[config.mk]
export PLATFORM = sky130hd
export DESIGN_NAME = rx_sampler_counter
export DESIGN_NICKNAME = d
export VERILOG_FILES = /design/src/rtl/rx_sampler_counter.sv
export SDC_FILE = /design/constraint.sdc
export NUM_CORES = 1
export LEC_CHECK = 0
export CAP_MARGIN = 10
export CORE_AREA = 2 2 39 41
export CTS_CLUSTER_SIZE = 16
export DETAILED_ROUTE_END_ITERATION = 6
export DIE_AREA = 0 0 41 43
export HOLD_SLACK_MARGIN = 0.12
export PLACE_DENSITY = 0.74
export SYNTH_ARGS = -nofsm -noshare
export SYNTH_HDL_FRONTEND = slang
export SYNTH_SLANG_ARGS = --single-unit
export TNS_END_PERCENT = 20
[constraint.sdc]
create_clock -name CLK -period 1.9 [get_ports CLK]
set_clock_uncertainty 0.15 [all_clocks]
set_input_delay 0.38 -clock CLK [delete_from_list [all_inputs] [get_ports CLK]]
set_output_delay 0.38 -clock CLK [all_outputs]
set_load 0.02 [all_outputs]
[src/rtl/rx_sampler_counter.sv]
// Oversampling front end of the UART receiver: bit-period/frame counters and a
// 3-sample mid-bit majority vote. Define RX_SYNC_EN to add a 2-flop input synchronizer.
module rx_sampler_counter #(
    parameter int PRESCALE = 8,  // legal values: 4, 6, 8
    parameter int BIT_W    = 4
) (
    input  logic             CLK,
    input  logic             RST,
    input  logic             RX_IN,
    input  logic             cnt_en,
    input  logic             samp_en,
    output logic [2:0]       edge_cnt,
    output logic [BIT_W-1:0] bit_cnt,
    output logic             sampled_bit,
    output logic             samp_done
);

    localparam logic [2:0] EDGE_LAST = 3'(PRESCALE - 1);
    localparam logic [2:0] SAMP_0    = 3'(PRESCALE / 2 - 2);
    localparam logic [2:0] SAMP_1    = 3'(PRESCALE / 2 - 1);
    localparam logic [2:0] SAMP_2    = 3'(PRESCALE / 2);

    logic line;
    logic s0;
    logic s1;
    logic vote;

`ifdef RX_SYNC_EN
    logic [1:0] sync_q;

    // Reset to the idle level so no false start bit appears after reset.
    always_ff @(posedge CLK or posedge RST) begin
        if (RST) begin
            sync_q <= 2'b11;
        end else begin
            sync_q <= {sync_q[0], RX_IN};
        end
    end

    assign line = sync_q[1];
`else
    assign line = RX_IN;
`endif

    assign vote = (s0 & s1) | (s0 & line) | (s1 & line);

    always_ff @(posedge CLK or posedge RST) begin
        if (RST) begin
            edge_cnt    <= '0;
            bit_cnt     <= '0;
            sampled_bit <= 1'b1;
            samp_done   <= 1'b0;
            s0          <= 1'b1;
            s1          <= 1'b1;
        end else if (!cnt_en) begin
            // s0/s1 are left stale on purpose: both are rewritten before the next vote.
            edge_cnt  <= '0;
            bit_cnt   <= '0;
            samp_done <= 1'b0;
        end else begin
            if (edge_cnt == EDGE_LAST) begin
                edge_cnt <= '0;
                bit_cnt  <= bit_cnt + BIT_W'(1);
            end else begin
                edge_cnt <= edge_cnt + 3'd1;
            end

            samp_done <= 1'b0;
            if (samp_en) begin
                if (edge_cnt == SAMP_0) s0 <= line;
                if (edge_cnt == SAMP_1) s1 <= line;
                if (edge_cnt == SAMP_2) begin
                    sampled_bit <= vote;
                    samp_done   <= 1'b1;
                end
            end
        end
    end

endmodule

# Word level (Yosys, flattened, before mapping)
# Index checks and enable logic that the tools add are counted.
[word_totals]
in_bits = 5
ff_bits = 11
out_inout_bits = 9
[classes]
addsub = 2
eq_ne = 5
reduce_logical = 3
n_mux = 7
n_bitwise = 5
[op_table]
columns = ["op", "n"]
rows = [
  ["$reduce_and A3 Y1", 3],
  ["$mux W4", 2],
  ["$eq A3 B2 Y1 const B", 2],
  ["$eq A3 B3 Y1 const B", 2],
  ["$mux W3", 2],
  ["$add A4 B1 Y4 const B", 1],
  ["$add A3 B1 Y3 const B", 1],
  ["$and A1 B1 Y1", 3],
  ["$mux W1", 3],
  ["$ne A2 B1 Y1 const B", 1],
  ["$or A1 B1 Y1", 2],
]

# Depth between registers and ports, before layout
# Gate-level depths: netlist of run 1.
[logic_depth]
depth_word = 4
ltp_mapped = 5

# Least setup slack after synthesis of run 1
# OpenSTA, ideal clock, no wires.
[synth_timing]
path_kind = "reg2reg"
startpoint = "register edge_cnt[1]"
endpoint = "register bit_cnt[3]"
t_arrival_ns = 1.333
setup_ns = 0.119
path_stages_with_launch = 6
slack_ns = 0.298
t_required_ns = 1.631
synth_period_minus_slack_ns = 1.602
path_buffers = 0
cell_sequence = "dfrtp_1 ha_1 ha_1 nand4_1 xnor2_1 and2_1"
[synth_via]
elab_chain_len = 2
[synth_rtl]
columns = ["element", "line_no", "text"]
rows = [
  ["start: declaration", "12", "output logic [2:0] edge_cnt,"],
  ["start signal: assignment", "65", "edge_cnt <= edge_cnt + 3'd1;"],
  ["$eq A3 B3 Y1", "61", "if (edge_cnt == EDGE_LAST) begin"],
  ["$ne A2 B1 Y1 (no line)", "-", ""],
  ["end signal: assignment", "63", "bit_cnt <= bit_cnt + BIT_W'(1);"],
  ["end: declaration", "13", "output logic [BIT_W-1:0] bit_cnt,"],
]
# Every way passes these cells.
# A chain may end at the register's enable or synchronous reset.

# Final worst setup path of run 1
[layout_timing]
startpoint = "register bit_cnt[0]"
endpoint = "output bit_cnt[0]"
# No word-level cell between the ends.

==> flow_metrics.tcl, run 1 <==
set metrics [dict create \
    outcome "complete, no violations" \
    syn_nets 52 \
    finalPower_uw 531 \
    row_count 14 \
    ant_nets 0 \
    synth_common_cells "dfrtp_1 (8), ha_1 (6), inv_1 (4)" \
    ios 14 \
    port_buffers 13 \
    start_kind "flip-flop" \
    clkLatencyLatePin_ns 0.26 \
    post_cts_buffers 0 \
    htree_levels 1 \
    die_y_um 43 \
    instances_no_fill 75 \
    initial_core_util_pct 38.6 \
    crit_type "flip-flop to output pin" \
    dr.pass1.iters 2 \
    hold_path_class "input port to asynchronous set/reset pin" \
    avgSynthCellArea_um2 13.0 \
    worstPathCellList "clkdlybuf4s50_1" \
    fin_crit_ns 1.81 \
    maxCapViolCount 0 \
    grt_pass1_vias 384 \
    antenna_found_initial 0 \
    wire_per_inst_um 12.2 \
    cts_made_buffers 3 \
    slowest_delay_ns 0.62 \
    cts_tree "yes" \
    hold_viol 0 \
    timing.slew.headroom_pct 71.9 \
    grt_setup_unrepaired "no" \
    timing.hold.ws_ns 0.259 \
    clock_path_buffers 2 \
    place_inst 71 \
    die_w_um 41 \
    synth_seq_cells 11 \
    cts_resized 1 \
    synth_seq_area_share_pct 52.2 \
    setup_ws_ns 0.0851 \
    cts_root_buf "clkbuf_4" \
    yosysTopAreaCell "dfrtp_1" \
    crit_family "buffers and inverters" \
    n_antenna_cell 0 \
    async_reset_ff_share_pct 100 \
    synth_area_leaders "dfrtp_1 (37%), dfstp_2 (15%), ha_1 (14%)" \
    clkTransAtPathRegs_ns 0.07 \
    synth.cell_area_um2 534 \
    worst_ep_arrival_time_ns 1.28 \
    yosysTopAreaCellShare_pct 37.5 \
    dp_slack_ns 0.202 \
    core_um2 1380 \
    worst_slew_pin_slew_ns 0.422 \
    wirelength_um 914 \
    yosysMostFrequentCell "dfrtp_1" \
    dp_hpwl_um 686 \
    track_usage_pct 14.2 \
    fin_nets 71 \
    synth-warning-count 0 \
    vias 352 \
    cellLeakagePower_uw 0.000337 \
    yosysUniqueCellTypes 18 \
    dr.first_iter.drc_count 1 \
    ir_drop_uv 532 \
    crit-reg2reg-launch "edge_cnt[0]$_DFF_PP0_" \
    timing.rr.end "bit_cnt[3]$_DFFE_PP0P_" \
    synthToLayoutAreaGrowth_pct 34.2 \
    setup_tns_ns 0 \
    end_kind "output pin" \
    setup_viol 0 \
    worstPathRequired_ns 1.37 \
    syn-instance-count 41 \
    gp_congestion 0.693 \
    holdBufCountCts 0 \
    cts_num_sinks 11 \
    fmax_ghz 0.551 \
    finalCritPeriodShare_pct 95.5 \
    synth-edff-count 0 \
    cpMaxStageDelayCell "clkdlybuf4s50_1" \
    grt_max_degree 12 \
    p_per_area_nw_per_um2 741 \
    drc_errors 0 \
    drv_slew 0 \
    drive_above_1_share_pct 16.9 \
    synth_top_flop_cell "dfrtp_1" \
    fillers 134 \
    grt-ovfl-total 0 \
    r2r_slack_ns 0.31 \
    viasPerCell 4.69 \
    worstPathMaxFanout 4 \
    r2r_cells 5 \
    dieArea_um2 1760 \
    grt_pass1_wl_um 1590 \
    cp_num_buf_inv 1 \
]
state kept, by name (all words and copies together), names as in the netlist:
name / flops
samp_done: 1
s0: 1
s1: 1
sampled_bit: 1
edge_cnt: 3
bit_cnt: 4
worst max-delay path by stage:
stage,slack (ns),cells past startpoint,to,from
after floorplan,0.30,5,bit_cnt[3]$_DFFE_PP0P_,edge_cnt[1]$_DFF_PP0_
after global placement,0.23,3,sampled_bit$_DFFE_PP1P_,cnt_en
after detailed placement,0.20,3,sampled_bit$_DFFE_PP1P_,cnt_en
after CTS,0.07,1,bit_cnt[0],bit_cnt[0]$_DFFE_PP0P_
after global routing,0.005,1,bit_cnt[0],bit_cnt[0]$_DFFE_PP0P_
final,0.09,1,bit_cnt[0],bit_cnt[0]$_DFFE_PP0P_
per-layer routing:
metal / part of all wire [%] / vias to the layer above / wire, µm / track usage (%)
li1: - / 176 / - / -
met1: 48 / 165 / 439 / 18.5
met2: 45 / 9 / 408 / 17.8
met3: 5.0 / 2 / 46 / 4.71
met4: 2.1 / 0 / 19 / 12.0
met5: 0 / - / 0 / 0
final cells by class:
type	count	area (µm²)	area share, %
Clock buffer	4	26.3	3.66
Inverter	4	15.0	2.09
Multi-Input combinational cell	26	240	33.5
Sequential cell	11	279	38.9
Tap cell	16	20.0	2.79
Timing Repair Buffer	14	136	19.0
per-stage QoR:
step                util (%)  instance area, µm²
floorplan                  -                 534
global placement        50.0                 692
detailed placement      50.0                 692
CTS                     51.8                 717
global route            51.8                 717
finish                  51.8                 717
logic make-up (layout without fill, tap and decap cells):
logic type | after synthesis | after routing | share of synthesized area [%]
and+or+nand+nor | 12 | 12 | 15.0
xor gates and xnor gates | 3 | 3 | 4.92
DFF | 11 | 11 | 52.2
adders and majority gates | 7 | 7 | 16.2
buffers and inverters | 4 | 22 | 2.81
muxes | 4 | 4 | 8.90
power breakdown:
group | internal [µW] | switching [µW]
combinational | 49.9 | 39.9
clock | 81.1 | 73.5
sequential | 272 | 15.4
total | 403 | 129
cell usage in the layout (no fill, tap or decap), drive strengths merged:
master	n
nor2b	2
clkbuf	4
dlygate4sd2	1
and3b	1
dfrtp	8
mux2	3
and2	3
mux2i	1
clkdlybuf4s50	12
xnor2	2
nand3	1
nand2	1
dfstp	3
and4	1
xor2	1
nand4	2
ha	6
buf	1
inv	4
maj3	1
nor3b	1
(Power assumes the default switching activity.)
==> run 2, diff against run 1 <==
Settings changed: CTS_BUF_LIST from default to sky130_fd_sc_hd__clkbuf_4.
==> flow_metrics.tcl, run 2 (synthesis results as in run 1) <==
set metrics [dict create \
    grt_max_degree 12 \
    clkLatencyLatePin_ns 0.26 \
    crit-reg2reg-launch "edge_cnt[0]$_DFF_PP0_" \
    setup_viol 0 \
    cpMaxStageDelayCell "clkdlybuf4s50_1" \
    dp_hpwl_um 686 \
    dr.pass1.iters 1 \
    post_cts_buffers 0 \
    setup_tns_ns 0 \
    die_y_um 43 \
    antenna_found_initial 0 \
    fin_crit_ns 1.82 \
    drv_slew 0 \
    hold_viol 0 \
    wirelength_um 926 \
    drive_above_1_share_pct 18.6 \
    htree_levels 1 \
    dr.first_iter.drc_count 0 \
    final_cell_mix "clkdlybuf4s50_1 (12), dfrtp_1 (8), ha_1 (6)" \
    startpoint "bit_cnt[0]$_DFFE_PP0P_" \
    hold_path_class "input port to asynchronous set/reset pin" \
    ant_nets 0 \
    wire_per_inst_um 12.3 \
    grt_pass1_wl_um 1610 \
    n_antenna_cell 0 \
    layout_commonest_cell "clkdlybuf4s50_1" \
    track_usage_pct 14.5 \
    initial_core_util_pct 38.6 \
    start_kind "flip-flop" \
    maxCapViolCount 0 \
    r2r_cells 5 \
    largest_reg_flops 4 \
    reg_top3 "bit_cnt x4, edge_cnt x3" \
    timing.slew.headroom_pct 71.8 \
    slowest_delay_ns 0.62 \
    worstPathCellList "clkdlybuf4s50_1" \
    power_switching_uw 130 \
    clock_path_buffers 2 \
    end_kind "output pin" \
    cp-endpoint "bit_cnt[0]" \
    gp_congestion 0.693 \
    timing.rr.end "bit_cnt[3]$_DFFE_PP0P_" \
    post_dp_cell_area_um2 692 \
    cts_made_buffers 3 \
    ir_drop_uv 454 \
    ios 14 \
    grt_setup_unrepaired "no" \
    dieArea_um2 1760 \
    port_buffers 13 \
    cellLeakagePower_uw 0.000340 \
    holdBufCountCts 0 \
    finalCritPeriodShare_pct 95.6 \
    fin_area_um2 721 \
    core_um2 1380 \
    grt-ovfl-total 0 \
    r2r_slack_ns 0.31 \
    cp_num_buf_inv 1 \
    cts_resized 1 \
    finalPower_uw 547 \
    die_w_um 41 \
    row_count 14 \
    p_per_area_nw_per_um2 759 \
    viasPerCell 4.68 \
    clockPowerShare_pct 31.0 \
    grt_pass1_vias 394 \
    crit_family "buffers and inverters" \
    drc_errors 0 \
    worstPathMaxFanout 4 \
    largest_register "bit_cnt" \
    crit_type "flip-flop to output pin" \
    fmax_ghz 0.550 \
    cts_root_buf "clkbuf_4" \
    p_sw_share_pct 23.8 \
    synthToLayoutAreaGrowth_pct 34.9 \
    worstPathRequired_ns 1.37 \
    comb_power_share_pct 16.5 \
    worst_ep_arrival_time_ns 1.29 \
    fin_nets 71 \
    cts_num_sinks 11 \
    internal_power_uw 417 \
    clkTransAtPathRegs_ns 0.07 \
    cts_tree "yes" \
    cp_num_cells 1 \
    vias 351 \
    sequentialPowerShare_pct 52.5 \
    outcome "complete, no violations" \
    worst_slew_pin_slew_ns 0.423 \
]
==> run 2: per-layer routing <==
layer / wire [µm] / vias up / part of all wire, % / track usage, %
li1: - / 175 / - / -
met2: 411 / 9 / 44 / 18.1
met3: 46 / 2 / 5.0 / 4.71
met5: 0 / - / 0 / 0
met4: 19 / 0 / 2.1 / 14.0
met1: 449 / 165 / 48 / 18.2
==> run 2: cell type report <==
class	instances	area [µm²]
Fill cell	134	663
Sequential cell	11	279
Multi-Input combinational cell	26	240
Timing Repair Buffer	14	136
Clock buffer	4	30.0
Tap cell	16	20.0
Inverter	4	15.0
==> run 2: stage by stage <==
| step | util (%) | std cells | setup slack, ns | hold WS (ns) |
|---|---|---|---|---|
| 4_1_cts | 52.1 | 75 | 0.0620 | 0.263 |
| 2_1_floorplan | - | 41 | 0.298 | 0.0803 |
| 5_1_grt | 52.1 | 75 | 0.00239 | 0.303 |
| 3_3_place_gp | 50.0 | 71 | 0.230 | 0.328 |
| 6_report | 52.1 | 75 | 0.0828 | 0.258 |
| 3_5_place_dp | 50.0 | 71 | 0.202 | 0.335 |
==> run 2: worst min path at each step <==
stage | from | endpoint | slack (ns) | cells past startpoint
after floorplan | RST | bit_cnt[0]$_DFFE_PP0P_ | 0.08 | 1
after global placement | edge_cnt[0]$_DFF_PP0_ | edge_cnt[0]$_DFF_PP0_ | 0.33 | 1
after detailed placement | edge_cnt[0]$_DFF_PP0_ | edge_cnt[0]$_DFF_PP0_ | 0.34 | 1
after CTS | RST | bit_cnt[3]$_DFFE_PP0P_ | 0.26 | 2
after global routing | RST | bit_cnt[3]$_DFFE_PP0P_ | 0.30 | 2
final | RST | edge_cnt[2]$_DFF_PP0_ | 0.26 | 2
==> run 2: power by group through the flow <==
stage	combinational [µW]	sequential [µW]	clock, µW
floorplan	41.8	301	0
global placement	91.8	291	0
detailed placement	93.4	292	0
CTS	91.7	287	180
global route	101	292	193
finish	90.0	287	170
==> run 3, diff against run 2 <==
Clock period 1.9 ns to 2.3 ns, I/O delays scaled along.
==> flow_metrics.tcl, run 3 (synthesis results as in run 1) <==
set metrics [dict create \
    track_usage_pct 13.8 \
    clockPowerShare_pct 31.9 \
    holdBufCountCts 0 \
    fin_nets 70 \
    internal_power_uw 345 \
    worstPathCellList "clkdlybuf4s50_1" \
    hold_path_class "input port to asynchronous set/reset pin" \
    worstPathRequired_ns 1.69 \
    grt_pass1_vias 365 \
    n_antenna_cell 0 \
    dieArea_um2 1760 \
    cellLeakagePower_uw 0.000331 \
    power_switching_uw 112 \
    die_y_um 43 \
    setup_tns_ns 0 \
    crit_type "flip-flop to output pin" \
    setup_viol 0 \
    post_cts_buffers 0 \
    instances_no_fill 74 \
    drv_slew 0 \
    drive_above_1_share_pct 17.2 \
    ant_nets 0 \
    sequentialPowerShare_pct 51.8 \
    comb_power_share_pct 16.3 \
    drc_errors 0 \
    core_um2 1380 \
    row_count 14 \
    cts_tree "yes" \
    ios 14 \
    cts_num_sinks 11 \
    wirelength_um 930 \
    r2r_slack_ns 0.72 \
    crit_family "buffers and inverters" \
    cp_num_buf_inv 1 \
    setup_ws_ns 0.299 \
    timing.rr.end "bit_cnt[3]$_DFFE_PP0P_" \
    ir_drop_uv 252 \
    worst_slew_pin_slew_ns 0.413 \
    initial_core_util_pct 38.6 \
    dr.pass1.iters 4 \
    port_buffers 13 \
    synthToLayoutAreaGrowth_pct 33.7 \
    layout_commonest_cell "clkdlybuf4s50_1" \
    slowest_delay_ns 0.59 \
    r2r_cells 5 \
    gp_congestion 0.633 \
    global_route.usage.met2_pct 19.4 \
    grt-ovfl-total 0 \
    clock_path_buffers 2 \
    cpMaxStageDelayCell "clkdlybuf4s50_1" \
    htree_levels 1 \
    dp_hpwl_um 670 \
    largest_register "bit_cnt" \
    final_cell_mix "clkdlybuf4s50_1 (13), dfrtp_1 (8), ha_1 (6)" \
    cts_made_buffers 3 \
    place_inst 70 \
    end_kind "output pin" \
    use_met1_pct 16.6 \
    p_sw_share_pct 24.5 \
    crit-reg2reg-launch "edge_cnt[1]$_DFF_PP0_" \
    outcome "complete, no violations" \
    cts_resized 0 \
    fin_crit_ns 2.00 \
    fillers 129 \
    grt_pass1_wl_um 1560 \
    worstPathMaxFanout 2 \
    dr.first_iter.drc_count 1 \
    dp_slack_ns 0.418 \
    grt_max_degree 12 \
    maxCapViolCount 0 \
    grt_use_met3_pct 3.14 \
    worst_ep_arrival_time_ns 1.39 \
    hold_viol 0 \
    post_dp_cell_area_um2 684 \
    die_w_um 41 \
    fmax_ghz 0.500 \
    viasPerCell 4.81 \
    antenna_found_initial 0 \
    fin_area_um2 714 \
    grt_setup_unrepaired "no" \
    busiest_layer "met2" \
    cts_root_buf "clkbuf_4" \
    clkTransAtPathRegs_ns 0.07 \
    start_kind "flip-flop" \
    finalCritPeriodShare_pct 87.0 \
    reg_top3 "bit_cnt x4, edge_cnt x3" \
    p_per_area_nw_per_um2 640 \
    vias 356 \
    largest_reg_flops 4 \
    clkLatencyLatePin_ns 0.27 \
    wire_per_inst_um 12.6 \
    timing.hold.ws_ns 0.328 \
    timing.slew.headroom_pct 72.4 \
]
-- run 3: final cells by class --
type                    count  area, µm²  area share, %
flip-flops and latches     11        279           39.1
repair buffers             13        130           18.2
inverters                   4       15.0           2.10
well taps                  16       20.0           2.80
clock buffers               4       30.0           4.20
multi-input cells          26        240           33.6
-- run 3: power by group through the flow --
stage               clock network [µW]  logic [µW]  registers [µW]
floorplan                            0        34.5             249
global placement                     0        74.5             241
detailed placement                   0        75.7             241
CTS                                152        76.4             237
global route                       162        84.5             240
finish                             146        74.7             237
-- run 3: how the worst max path moves through the flow --
| stage | slack, ns | endpoint | cells after the start | startpoint |
|---|---|---|---|---|
| 3_5_place_dp | 0.42 | sampled_bit$_DFFE_PP1P_ | 3 | cnt_en |
| 2_1_floorplan | 0.70 | bit_cnt[3]$_DFFE_PP0P_ | 5 | edge_cnt[1]$_DFF_PP0_ |
| 4_1_cts | 0.28 | sampled_bit | 1 | sampled_bit$_DFFE_PP1P_ |
| 5_1_grt | 0.24 | sampled_bit | 1 | sampled_bit$_DFFE_PP1P_ |
| 6_report | 0.30 | sampled_bit | 1 | sampled_bit$_DFFE_PP1P_ |
| 3_3_place_gp | 0.44 | sampled_bit$_DFFE_PP1P_ | 3 | cnt_en |
-- run 3: metal layers --
metal	wire length (µm)	share of wire (%)
met3	42	4.5
met4	37	4.0
met2	438	47
met1	412	44
met5	0	0
-- run 3: metrics by stage --
stage               power (µW)  utilization [%]
global placement           315             49.5
floorplan                  283                -
detailed placement         317             49.5
finish                     457             51.6
global route               487             51.6
CTS                        466             51.6
